`src/rtl/phi_sum_win_if.sv`:
```
// -----------------------------------------------------------------------------
// phi_sum_win_if
// Sample/result bundle for the phi sliding-window energy accumulator.
//
// Signals:
//   clear      synchronous flush of the window and pipeline, reloads win_len
//   win_len    requested window length, only taken at reset and on clear
//   in_valid   qualifies all sample inputs in this cycle
//   r_k_*      current complex sample, signed Q(R_W-R_FRAC).R_FRAC
//   r_kmN_*    complex sample delayed by N, same format
//   rho_in     signed rho weight
//   phi_out    windowed energy sum (signed, PHI_W bits)
//   phi_valid  phi_out updated this cycle
//   phi_full   window fully populated for this phi_out
//
// Modports:
//   master  sample source / result sink (testbench, upstream datapath)
//   slave   the accumulator itself
// -----------------------------------------------------------------------------
interface phi_sum_win_if #(
  parameter int R_W   = 8,
  parameter int RHO_W = 8,
  parameter int PHI_W = 14,
  parameter int L_MAX = 32
);
  localparam int WL_W = $clog2(L_MAX + 1);

  logic                    clear;
  logic [WL_W-1:0]         win_len;
  logic                    in_valid;
  logic signed [R_W-1:0]   r_k_re;
  logic signed [R_W-1:0]   r_k_im;
  logic signed [R_W-1:0]   r_kmN_re;
  logic signed [R_W-1:0]   r_kmN_im;
  logic signed [RHO_W-1:0] rho_in;
  logic signed [PHI_W-1:0] phi_out;
  logic                    phi_valid;
  logic                    phi_full;

  modport master (
    output clear, win_len, in_valid, r_k_re, r_k_im, r_kmN_re, r_kmN_im, rho_in,
    input  phi_out, phi_valid, phi_full
  );

  modport slave (
    input  clear, win_len, in_valid, r_k_re, r_k_im, r_kmN_re, r_kmN_im, rho_in,
    output phi_out, phi_valid, phi_full
  );
endinterface

```
`src/rtl/phi_sum_win.sv`:
```
// -----------------------------------------------------------------------------
// phi_sum_win
// Per-sample energy rho/2 * (|r_k|^2 + |r_{k-N}|^2) followed by a sliding-window
// sum over a window length chosen at reset/clear (1..L_MAX). Feeds the timing
// metric block.
//
// Pipeline:
//   S1  four component squares, rho registered
//   S2  |r_k|^2 and |r_{k-N}|^2 rescaled to PHI_FRAC, rho halved
//   S3  energy = rho_half * (sq_a + sq_b) >>> RHO_FRAC
//   S4  delay line shift, fill count, exact running sum (valid samples only)
//   OUT_LAT further registers on phi_out / phi_valid / phi_full
//   Latency in_valid -> phi_valid = 4 + OUT_LAT cycles, one sample per cycle.
//
// Ports:
//   clk   clock
//   rst   synchronous active-high reset (same effect as bus.clear)
//   bus   phi_sum_win_if.slave, sample inputs and windowed result
//
// Build option:
//   PHI_SUM_WIN_SAT_EN  defined: accumulator -> PHI_W conversion saturates
//                       undefined: two's-complement wrap (legacy behaviour)
// -----------------------------------------------------------------------------
module phi_sum_win #(
  parameter int R_W      = 8,
  parameter int R_FRAC   = 6,
  parameter int RHO_W    = 8,
  parameter int RHO_FRAC = 7,
  parameter int PHI_W    = 14,
  parameter int PHI_FRAC = 8,
  parameter int L_MAX    = 32,
  parameter int OUT_LAT  = 3
) (
  input  logic         clk,
  input  logic         rst,
  phi_sum_win_if.slave bus
);
  localparam int WL_W   = $clog2(L_MAX + 1);
  localparam int IDX_W  = (L_MAX > 1) ? $clog2(L_MAX) : 1;
  localparam int SQ_W   = 2 * R_W;
  localparam int SQS_W  = SQ_W + 1;
  localparam int SQ_SH  = 2 * R_FRAC - PHI_FRAC;
  localparam int TOT_W  = PHI_W + 1;
  localparam int PROD_W = RHO_W + TOT_W;
  localparam int ACC_W  = PHI_W + $clog2(L_MAX) + 1;

  // Reset and clear are indistinguishable inside the block.
  logic flush;
  assign flush = rst | bus.clear;

  // ---------------------------------------------------------------------------
  // Window length clamp: 0 -> 1, above L_MAX -> L_MAX
  // ---------------------------------------------------------------------------
  logic [WL_W-1:0] win_len_c;

  always_comb begin
    // NOTE: default assignment first so every path drives win_len_c; no latch.
    win_len_c = bus.win_len;
    if (bus.win_len == '0) begin
      win_len_c = WL_W'(1);
    end else if (bus.win_len > WL_W'(L_MAX)) begin
      win_len_c = WL_W'(L_MAX);
    end
  end

  // ---------------------------------------------------------------------------
  // S1: component squares
  // ---------------------------------------------------------------------------
  logic signed [SQ_W-1:0]  kre_x, kim_x, nre_x, nim_x;
  logic signed [SQ_W-1:0]  sq_kre_q, sq_kim_q, sq_nre_q, sq_nim_q;
  logic signed [RHO_W-1:0] rho_q;
  logic                    v1;

  // Sign-extend before multiplying so the full 2*R_W-bit product is kept.
  assign kre_x = SQ_W'(bus.r_k_re);
  assign kim_x = SQ_W'(bus.r_k_im);
  assign nre_x = SQ_W'(bus.r_kmN_re);
  assign nim_x = SQ_W'(bus.r_kmN_im);

  always_ff @(posedge clk) begin
    // NOTE: sequential state uses non-blocking assignments only, so every
    // register samples the pre-edge value of its neighbours.
    if (flush) begin
      v1       <= 1'b0;
      sq_kre_q <= '0;
      sq_kim_q <= '0;
      sq_nre_q <= '0;
      sq_nim_q <= '0;
      rho_q    <= '0;
    end else begin
      v1       <= bus.in_valid;
      sq_kre_q <= kre_x * kre_x;
      sq_kim_q <= kim_x * kim_x;
      sq_nre_q <= nre_x * nre_x;
      sq_nim_q <= nim_x * nim_x;
      rho_q    <= bus.rho_in;
    end
  end

  // ---------------------------------------------------------------------------
  // S2: magnitude squares at full precision, rescaled to PHI_FRAC
  // ---------------------------------------------------------------------------
  logic signed [SQS_W-1:0] sum_k, sum_n;
  logic signed [PHI_W-1:0] sq_a_d, sq_b_d, sq_a_q, sq_b_q;
  logic signed [RHO_W-1:0] rho_half_q;
  logic                    v2;

  always_comb begin
    sum_k  = SQS_W'(sq_kre_q) + SQS_W'(sq_kim_q);
    sum_n  = SQS_W'(sq_nre_q) + SQS_W'(sq_nim_q);
    sq_a_d = PHI_W'(sum_k >>> SQ_SH);
    sq_b_d = PHI_W'(sum_n >>> SQ_SH);
  end

  always_ff @(posedge clk) begin
    if (flush) begin
      v2         <= 1'b0;
      sq_a_q     <= '0;
      sq_b_q     <= '0;
      rho_half_q <= '0;
    end else begin
      v2         <= v1;
      sq_a_q     <= sq_a_d;
      sq_b_q     <= sq_b_d;
      rho_half_q <= rho_q >>> 1;
    end
  end

  // ---------------------------------------------------------------------------
  // S3: weighted energy
  // ---------------------------------------------------------------------------
  logic signed [TOT_W-1:0]  sq_tot;
  logic signed [PROD_W-1:0] prod;
  logic signed [PHI_W-1:0]  energy_d, energy_q;
  logic                     v3;

  always_comb begin
    sq_tot   = TOT_W'(sq_a_q) + TOT_W'(sq_b_q);
    prod     = PROD_W'(rho_half_q) * PROD_W'(sq_tot);
    energy_d = PHI_W'(prod >>> RHO_FRAC);
  end

  always_ff @(posedge clk) begin
    if (flush) begin
      v3       <= 1'b0;
      energy_q <= '0;
    end else begin
      v3       <= v2;
      energy_q <= energy_d;
    end
  end

  // ---------------------------------------------------------------------------
  // S4: delay line and exact running sum
  // ---------------------------------------------------------------------------
  logic signed [PHI_W-1:0] taps [L_MAX];
  logic [WL_W-1:0]         fill_cnt;
  logic [WL_W-1:0]         win_len_q;
  logic signed [ACC_W-1:0] acc_q;
  logic signed [ACC_W-1:0] oldest;
  logic [IDX_W-1:0]        tap_idx;
  logic                    v4;
  logic                    full_now;

  // Once the window is populated, the sample leaving it sits at tap win_len_q-1.
  assign tap_idx  = IDX_W'(win_len_q - WL_W'(1));
  assign oldest   = (fill_cnt == win_len_q) ? ACC_W'(taps[tap_idx]) : '0;
  assign full_now = (fill_cnt == win_len_q);

  always_ff @(posedge clk) begin
    if (flush) begin
      v4        <= 1'b0;
      fill_cnt  <= '0;
      acc_q     <= '0;
      win_len_q <= win_len_c;
      // NOTE: the delay line is cleared explicitly so a flush leaves no stale
      // taps behind; the fill count alone would mask them, but a clean state
      // keeps reset and clear behaviour identical and easy to reason about.
      for (int i = 0; i < L_MAX; i++) begin
        taps[i] <= '0;
      end
    end else begin
      v4 <= v3;
      if (v3) begin
        taps[0] <= energy_q;
        for (int i = 1; i < L_MAX; i++) begin
          taps[i] <= taps[i-1];
        end
        if (fill_cnt != win_len_q) begin
          fill_cnt <= fill_cnt + WL_W'(1);
        end
        acc_q <= acc_q + ACC_W'(energy_q) - oldest;
      end
    end
  end

  // ---------------------------------------------------------------------------
  // Accumulator -> PHI_W
  // ---------------------------------------------------------------------------
  logic signed [PHI_W-1:0] phi_red;

`ifdef PHI_SUM_WIN_SAT_EN
  localparam logic signed [ACC_W-1:0] SAT_HI = ACC_W'(2 ** (PHI_W - 1) - 1);
  localparam logic signed [ACC_W-1:0] SAT_LO = ACC_W'(-(2 ** (PHI_W - 1)));

  always_comb begin
    phi_red = acc_q[PHI_W-1:0];
    if (acc_q > SAT_HI) begin
      phi_red = {1'b0, {(PHI_W-1){1'b1}}};
    end else if (acc_q < SAT_LO) begin
      phi_red = {1'b1, {(PHI_W-1){1'b0}}};
    end
  end
`else
  assign phi_red = acc_q[PHI_W-1:0];
`endif

  // ---------------------------------------------------------------------------
  // Output register chain. acc_q only moves on valid samples, so phi_out
  // naturally holds between valid outputs.
  // ---------------------------------------------------------------------------
  generate
    if (OUT_LAT > 0) begin : g_out_pipe
      logic signed [PHI_W-1:0] d_pipe [OUT_LAT];
      logic [OUT_LAT-1:0]      v_pipe;
      logic [OUT_LAT-1:0]      f_pipe;

      always_ff @(posedge clk) begin
        if (flush) begin
          v_pipe <= '0;
          f_pipe <= '0;
          for (int i = 0; i < OUT_LAT; i++) begin
            d_pipe[i] <= '0;
          end
        end else begin
          d_pipe[0] <= phi_red;
          v_pipe[0] <= v4;
          f_pipe[0] <= full_now;
          for (int i = 1; i < OUT_LAT; i++) begin
            d_pipe[i] <= d_pipe[i-1];
            v_pipe[i] <= v_pipe[i-1];
            f_pipe[i] <= f_pipe[i-1];
          end
        end
      end

      assign bus.phi_out   = d_pipe[OUT_LAT-1];
      assign bus.phi_valid = v_pipe[OUT_LAT-1];
      assign bus.phi_full  = f_pipe[OUT_LAT-1];
    end else begin : g_out_direct
      assign bus.phi_out   = phi_red;
      assign bus.phi_valid = v4;
      assign bus.phi_full  = full_now;
    end
  endgenerate

endmodule

```
`src/flat_wrapper.sv`:
```
// flat-port wrapper written by rule: the top's interface ports become plain ports
module phi_sum_win_flat 
#(
  parameter int R_W      = 8,
  parameter int R_FRAC   = 6,
  parameter int RHO_W    = 8,
  parameter int RHO_FRAC = 7,
  parameter int PHI_W    = 14,
  parameter int PHI_FRAC = 8,
  parameter int L_MAX    = 32,
  parameter int OUT_LAT  = 3
)
  (clk, rst, bus_clear, bus_win_len, bus_in_valid, bus_r_k_re, bus_r_k_im, bus_r_kmN_re, bus_r_kmN_im, bus_rho_in, bus_phi_out, bus_phi_valid, bus_phi_full);
  phi_sum_win_if #(.R_W(R_W), .RHO_W(RHO_W), .PHI_W(PHI_W), .L_MAX(L_MAX)) bus_i ();
  input  logic clk;
  input  logic rst;
  input wire logic [$bits(bus_i.clear)-1:0] bus_clear;
  input wire logic [$bits(bus_i.win_len)-1:0] bus_win_len;
  input wire logic [$bits(bus_i.in_valid)-1:0] bus_in_valid;
  input wire logic [$bits(bus_i.r_k_re)-1:0] bus_r_k_re;
  input wire logic [$bits(bus_i.r_k_im)-1:0] bus_r_k_im;
  input wire logic [$bits(bus_i.r_kmN_re)-1:0] bus_r_kmN_re;
  input wire logic [$bits(bus_i.r_kmN_im)-1:0] bus_r_kmN_im;
  input wire logic [$bits(bus_i.rho_in)-1:0] bus_rho_in;
  output wire logic [$bits(bus_i.phi_out)-1:0] bus_phi_out;
  output wire logic [$bits(bus_i.phi_valid)-1:0] bus_phi_valid;
  output wire logic [$bits(bus_i.phi_full)-1:0] bus_phi_full;
  assign bus_i.clear = bus_clear;
  assign bus_i.win_len = bus_win_len;
  assign bus_i.in_valid = bus_in_valid;
  assign bus_i.r_k_re = bus_r_k_re;
  assign bus_i.r_k_im = bus_r_k_im;
  assign bus_i.r_kmN_re = bus_r_kmN_re;
  assign bus_i.r_kmN_im = bus_r_kmN_im;
  assign bus_i.rho_in = bus_rho_in;
  assign bus_phi_out = bus_i.phi_out;
  assign bus_phi_valid = bus_i.phi_valid;
  assign bus_phi_full = bus_i.phi_full;
  phi_sum_win #(.R_W(R_W), .R_FRAC(R_FRAC), .RHO_W(RHO_W), .RHO_FRAC(RHO_FRAC), .PHI_W(PHI_W), .PHI_FRAC(PHI_FRAC), .L_MAX(L_MAX), .OUT_LAT(OUT_LAT)) u_core (.clk(clk), .rst(rst), .bus(bus_i));
endmodule
```
`config.mk`:
```
export PLATFORM = sky130hd
export DESIGN_NAME = phi_sum_win_flat
export DESIGN_NICKNAME = d
export VERILOG_FILES = /design/src/rtl/phi_sum_win_if.sv /design/src/rtl/phi_sum_win.sv /design/src/flat_wrapper.sv
export SDC_FILE = /design/constraint.sdc
export NUM_CORES = 2
export LEC_CHECK = 0
export BUFFER_PORTS_ARGS = -buffer_cell sky130_fd_sc_hd__buf_2
export CORE_UTILIZATION = 53
export CTS_BUF_LIST = sky130_fd_sc_hd__clkbuf_8
export CTS_CLUSTER_DIAMETER = 200
export DETAILED_ROUTE_END_ITERATION = 10
export PLACE_DENSITY = 0.66
export RECOVER_POWER = 50
export SETUP_SLACK_MARGIN = 0.02
export SYNTH_ARGS = -nofsm -noshare
export SYNTH_HDL_FRONTEND = slang
export SYNTH_SLANG_ARGS = --single-unit
```
`constraint.sdc`:
```
create_clock -name clk -period 23.8 [get_ports clk]
set_input_delay 1.19 -clock clk [delete_from_list [all_inputs] [get_ports clk]]
set_output_delay 1.19 -clock clk [all_outputs]
set_load 0.05 [all_outputs]
```
# --- Word level (Yosys, flattened, before mapping) ---
# Memory sizes are Yosys's and may differ from the RTL's.
# Index checks and enable logic that the tools add are counted.
classes:
  mux: 43
  bitwise: 36
  add_sub_neg: 7
  mul: 5
  order_cmp: 1
  reduce_logical: 3
  n_eq_ne: 2
op_table:
  columns: ["cell", "count"]
  rows:
  - ["$mux W14", 35]
  - ["$mul A8 B8 Y16", 4]
  - ["$or A1 B1 Y1", 36]
  - ["$add A16 B16 Y17", 2]
  - ["$mul A7 B14 Y21", 1]
  - ["$add A20 B14 Y20", 1]
  - ["$mux W20", 1]
  - ["$sub A20 B20 Y20", 1]
  - ["$add A13 B13 Y14", 1]
  - ["$add A6 B1 Y6 const B", 1]
  - ["$eq A6 B6 Y1", 1]
  - ["$gt A6 B6 Y1 const B", 1]
  - ["$logic_not A6 Y1", 1]
  - ["$mux W1", 6]
  - ["$mux W6", 1]
  - ["$ne A6 B6 Y1", 1]
  - ["$sub A5 B1 Y5 const B", 1]
  - ["$reduce_and A2 Y1", 1]
  - ["$reduce_or A2 Y1", 1]
totals:
  input_bits: 50
  reg_bits: 161
  out_inout_bits: 16
  ramBits: 490
  n_memories: 2
memory_table:
  columns: ["name", "words", "word_bits", "read_ports", "rd_clocked_by_memory_dff", "wr", "line", "rtl"]
  rows:
  - ["u_core.taps", 32, 14, 32, 0, 32, "phi_sum_win.sv:156", "logic signed [PHI_W-1:0] taps [L_MAX];"]
  - ["u_core.g_out_pipe.d_pipe", 3, 14, 3, 0, 3, "phi_sum_win.sv:224", "logic signed [PHI_W-1:0] d_pipe [OUT_LAT];"]

# --- Logic depth before layout (Yosys ltp) ---
logic_depth:
  ltp_word: 4
  mapped_depth: 27

# --- Least setup slack after synthesis ---
# Ideal clock, no wire load.
synth_path:
  path_kind: "input-to-reg"
  from: "in bus_clear"
  to: "mem u_core.taps[0][0], enable pin"
  slack_ps: 12838
  arrival_time_ps: 10163
  path_stages: 4
  required_time_ps: 23001
  cell_sequence: "nor2_1 -> inv_2 -> nor2_1 -> inv_1"
synth_lines:
  columns: ["element", "line", "rtl"]
  rows:
  - ["from (decl)", "flat_wrapper.sv:17", "input wire logic [$bits(bus_i.clear)-1:0] bus_clear;"]
  - ["to (decl)", "phi_sum_win.sv:156", null]

==> reports/metrics.cfg <==
[worst_hold_path]
worstHoldStart = u_core.g_out_pipe.d_pipe[0][7]
hold_path.class = register to register
whs_endpoint = u_core.g_out_pipe.d_pipe[0][21]
min_path_cells = 1

[power]
p_per_area_nw_per_um2 = 77.4
clock_power_share_pct = 27.1
combPwrFrac_pct = 32.8
power_switching_mw = 1.06
switching_share_pct = 32.8
internal_power_mw = 2.18
power_leakage_nw = 18.7
ir_drop_uv = 62.9
p_seq_share_pct = 40.0

[cells_and_area]
fillCellCount = 5994
instances_no_fill = 4233
layout_commonest_cell = edfxtp_1
layout.nets = 3710
final_cell_mix = edfxtp_1 (454), inv_1 (426), and2_1 (287)
drive_gt1_share_pct = 10.8
final_area_um2 = 41800
syn2layout_area_growth_pct = 7.15

[routing]
initialDrtViolationCount = 1251
routed_wirelength_um = 72900
dr.pass1.iters = 4
drt_drc_violations_left = 0
wl_per_cell_um = 17.2
vias = 22700
viasPerCell = 5.37
postRouteAntennaNets = 0

[yosys]
synth-edff-count = 454
syn_avg_cell_area_um2 = 12.3
synth_seq_cells = 636
syn_nets = 3701
synth_flop_cell = edfxtp_1
synthArstFlopShare_pct = 0
yosys_warnings = 0
synth_seq_area_share_pct = 44.3
postSynthCellCount = 3182
synth_cell_types = 58
syn_area_um2 = 39000

[timing]
tns_ns = 0
max_slew_margin_pct = -488
period_share_pct = 45.1
grt_setup_unrepaired = no
min_period_ns = 10.72
worstMarginPinSlew_ns = 8.83
clock-skew-final_ns = 0.0246
finalSetupViolCount = 0
holdWs_ns = 0.418
hold_violations = 0
maxSlewViolCount = 850
setup_ws_ns = 13.08
fmax_ghz = 0.0932

[worst_setup_path]
reg2reg_to = u_core.taps[3][5]
startpoint_type = primary input
crit_fanout = 262
rr_worst_depth = 4
crit_type = primary input to register
required_ns = 24.35
cp.arrival_ns = 11.27
regToRegSetupSlack_ns = 15.37
worstSetupEndpointType = register
r2r_start = u_core.v3

[run]
drv_cap = 6

[clock_tree]
clock-root-buffer = clkbuf_8
cts_hold_buffers = 0
clockBufferDepth = 3
path_clk_slew_ns = 0.06
clk_latency_ns = 0.71
numCtsBuffers = 101
htree_levels = 3
cts.sinks = 636
post_cts_buffers = 0
cts_tree = built
cts_resized = 0

[floorplan]
initial_core_util_pct = 53.5
ios = 66
die-area_um2 = 74700
coreArea_um2 = 72800
rows = 99
die_x_um = 273
fp.dieH_um = 273

[placed_design]
pre_cts_slack_ns = 17.17
io_buffer_count = 64
dp.cells = 4047
hpwlAfterDp_um = 49300
place_area_um2 = 40000
gp_congestion = 0.838

[run_status]
violations = capacitance limit, slew limit
status = complete, but fails checks

[global_routing]
grt_pass1_wl_um = 124000
grt_usage_pct = 20.5
overflow = 0
grt_pass1_vias = 24700
grt_start_max_net_pins = 263
antenna_found_initial = 0

## per-stage QoR
step,total power [mW],utilization [%]
after floorplan,2.15,-
after global placement,2.37,54.9
after CTS,3.28,57.5
after detailed placement,2.39,54.9
after global routing,3.46,57.4
final,3.24,57.4
## metal layers
metal  GRT usage (%)  part of all wire [%]
met2            35.3                    51
met3            3.20                   3.0
met4            6.32                   2.5
met5               0                     0
met1            26.7                    44
## power groups by stage
stage	logic [mW]	clock network (mW)	registers, mW
final	1.06	0.878	1.29
after global routing	1.21	0.949	1.30
after CTS	1.08	0.902	1.29
after detailed placement	1.08	0	1.32
after global placement	1.05	0	1.31
after floorplan	0.840	0	1.31
## cell families after synthesis
| logic type | after synthesis | synth area share [%] |
|---|---|---|
| muxes | 162 | 8.60 |
| and+or+nand+nor | 1025 | 14.6 |
| DFF | 636 | 44.3 |
| adders and majority gates | 469 | 20.3 |
| xor gates and xnor gates | 148 | 3.32 |
| buffers and inverters | 566 | 5.76 |
| AOI/OAI and AO/OA | 176 | 3.07 |
## Yosys cell counts (4+ instances only)
cell,count,share of area (%)
o21ai_1,10,0.13
mux2i_1,23,0.59
edfxtp_1,454,35
nor3b_1,5,0.096
a211oi_1,8,0.15
and2_1,387,6.2
dfxtp_1,182,9.3
ha_1,195,6.3
o21bai_1,6,0.12
nor2b_1,36,0.58
a21o_1,32,0.62
a21oi_1,54,0.69
xor2_1,61,1.4
nor3_1,30,0.39
and3_1,245,3.9
o21ai_0,15,0.19
nand2b_1,23,0.37
fa_1,274,14
inv_1,391,3.8
nand4_1,6,0.096
or2_2,6,0.096
buf_2,11,0.14
o22ai_1,6,0.096
buf_4,15,0.29
nand3_1,9,0.12
a31oi_1,9,0.14
nor2_1,174,1.7
nand2_1,96,0.92
o41ai_1,4,0.090
buf_6,7,0.20
xnor2_1,87,2.0
o21a_1,12,0.23
mux4_2,138,8.0
buf_1,8,0.077
clkbuf_1,133,1.3
## final cells by class
| class | count | area [um^2] | share of cell area [%] |
|---|---|---|---|
| well taps | 959 | 1200 | 2.87 |
| flip-flops and latches | 636 | 17300 | 41.3 |
| clock inverters | 74 | 370 | 0.886 |
| diodes | 1 | 2.50 | 0.00599 |
| repair buffers | 80 | 425 | 1.02 |
| clock buffers | 111 | 1530 | 3.66 |
| multi-input cells | 1980 | 19500 | 46.7 |
| inverters | 392 | 1470 | 3.53 |
## sequential cells by signal, indices dropped and copies added, names as in the netlist
name and count:
u_core.sq_b_q 13, u_core.taps 448, u_core.g_out_pipe.v_pipe 3, u_core.sq_kre_q 14, u_core.g_out_pipe.f_pipe 3, u_core.v2 1, u_core.v1 1, u_core.sq_a_q 13
u_core.sq_nim_q 14, u_core.energy_q 14, u_core.acc_q 14, u_core.win_len_q 6, u_core.sq_kim_q 14, u_core.g_out_pipe.d_pipe 42, u_core.v3 1, u_core.rho_half_q 7
u_core.fill_cnt 6, u_core.v4 1, u_core.sq_nre_q 14, u_core.rho_q 7
## worst max-delay path, stage by stage
cell	delay, ns
buf_2	0.10
nor2_1	0.44
clkbuf_1	6.11
clkbuf_1	2.80
and3_1	0.41
## worst max path at each step
stage	from	endpoint	depth (start not counted)	slack [ns]
final	bus_clear	u_core.taps[12][4]	5	13.08
after global routing	bus_clear	u_core.taps[12][4]	5	11.75
after CTS	u_core.win_len_q[0]	u_core.acc_q[13]	19	17.09
after detailed placement	u_core.win_len_q[0]	u_core.acc_q[13]	19	17.17
after global placement	u_core.win_len_q[0]	u_core.acc_q[13]	19	17.18
after floorplan	bus_clear	u_core.taps[0][0]	4	12.84
(Power assumes the default switching activity.)
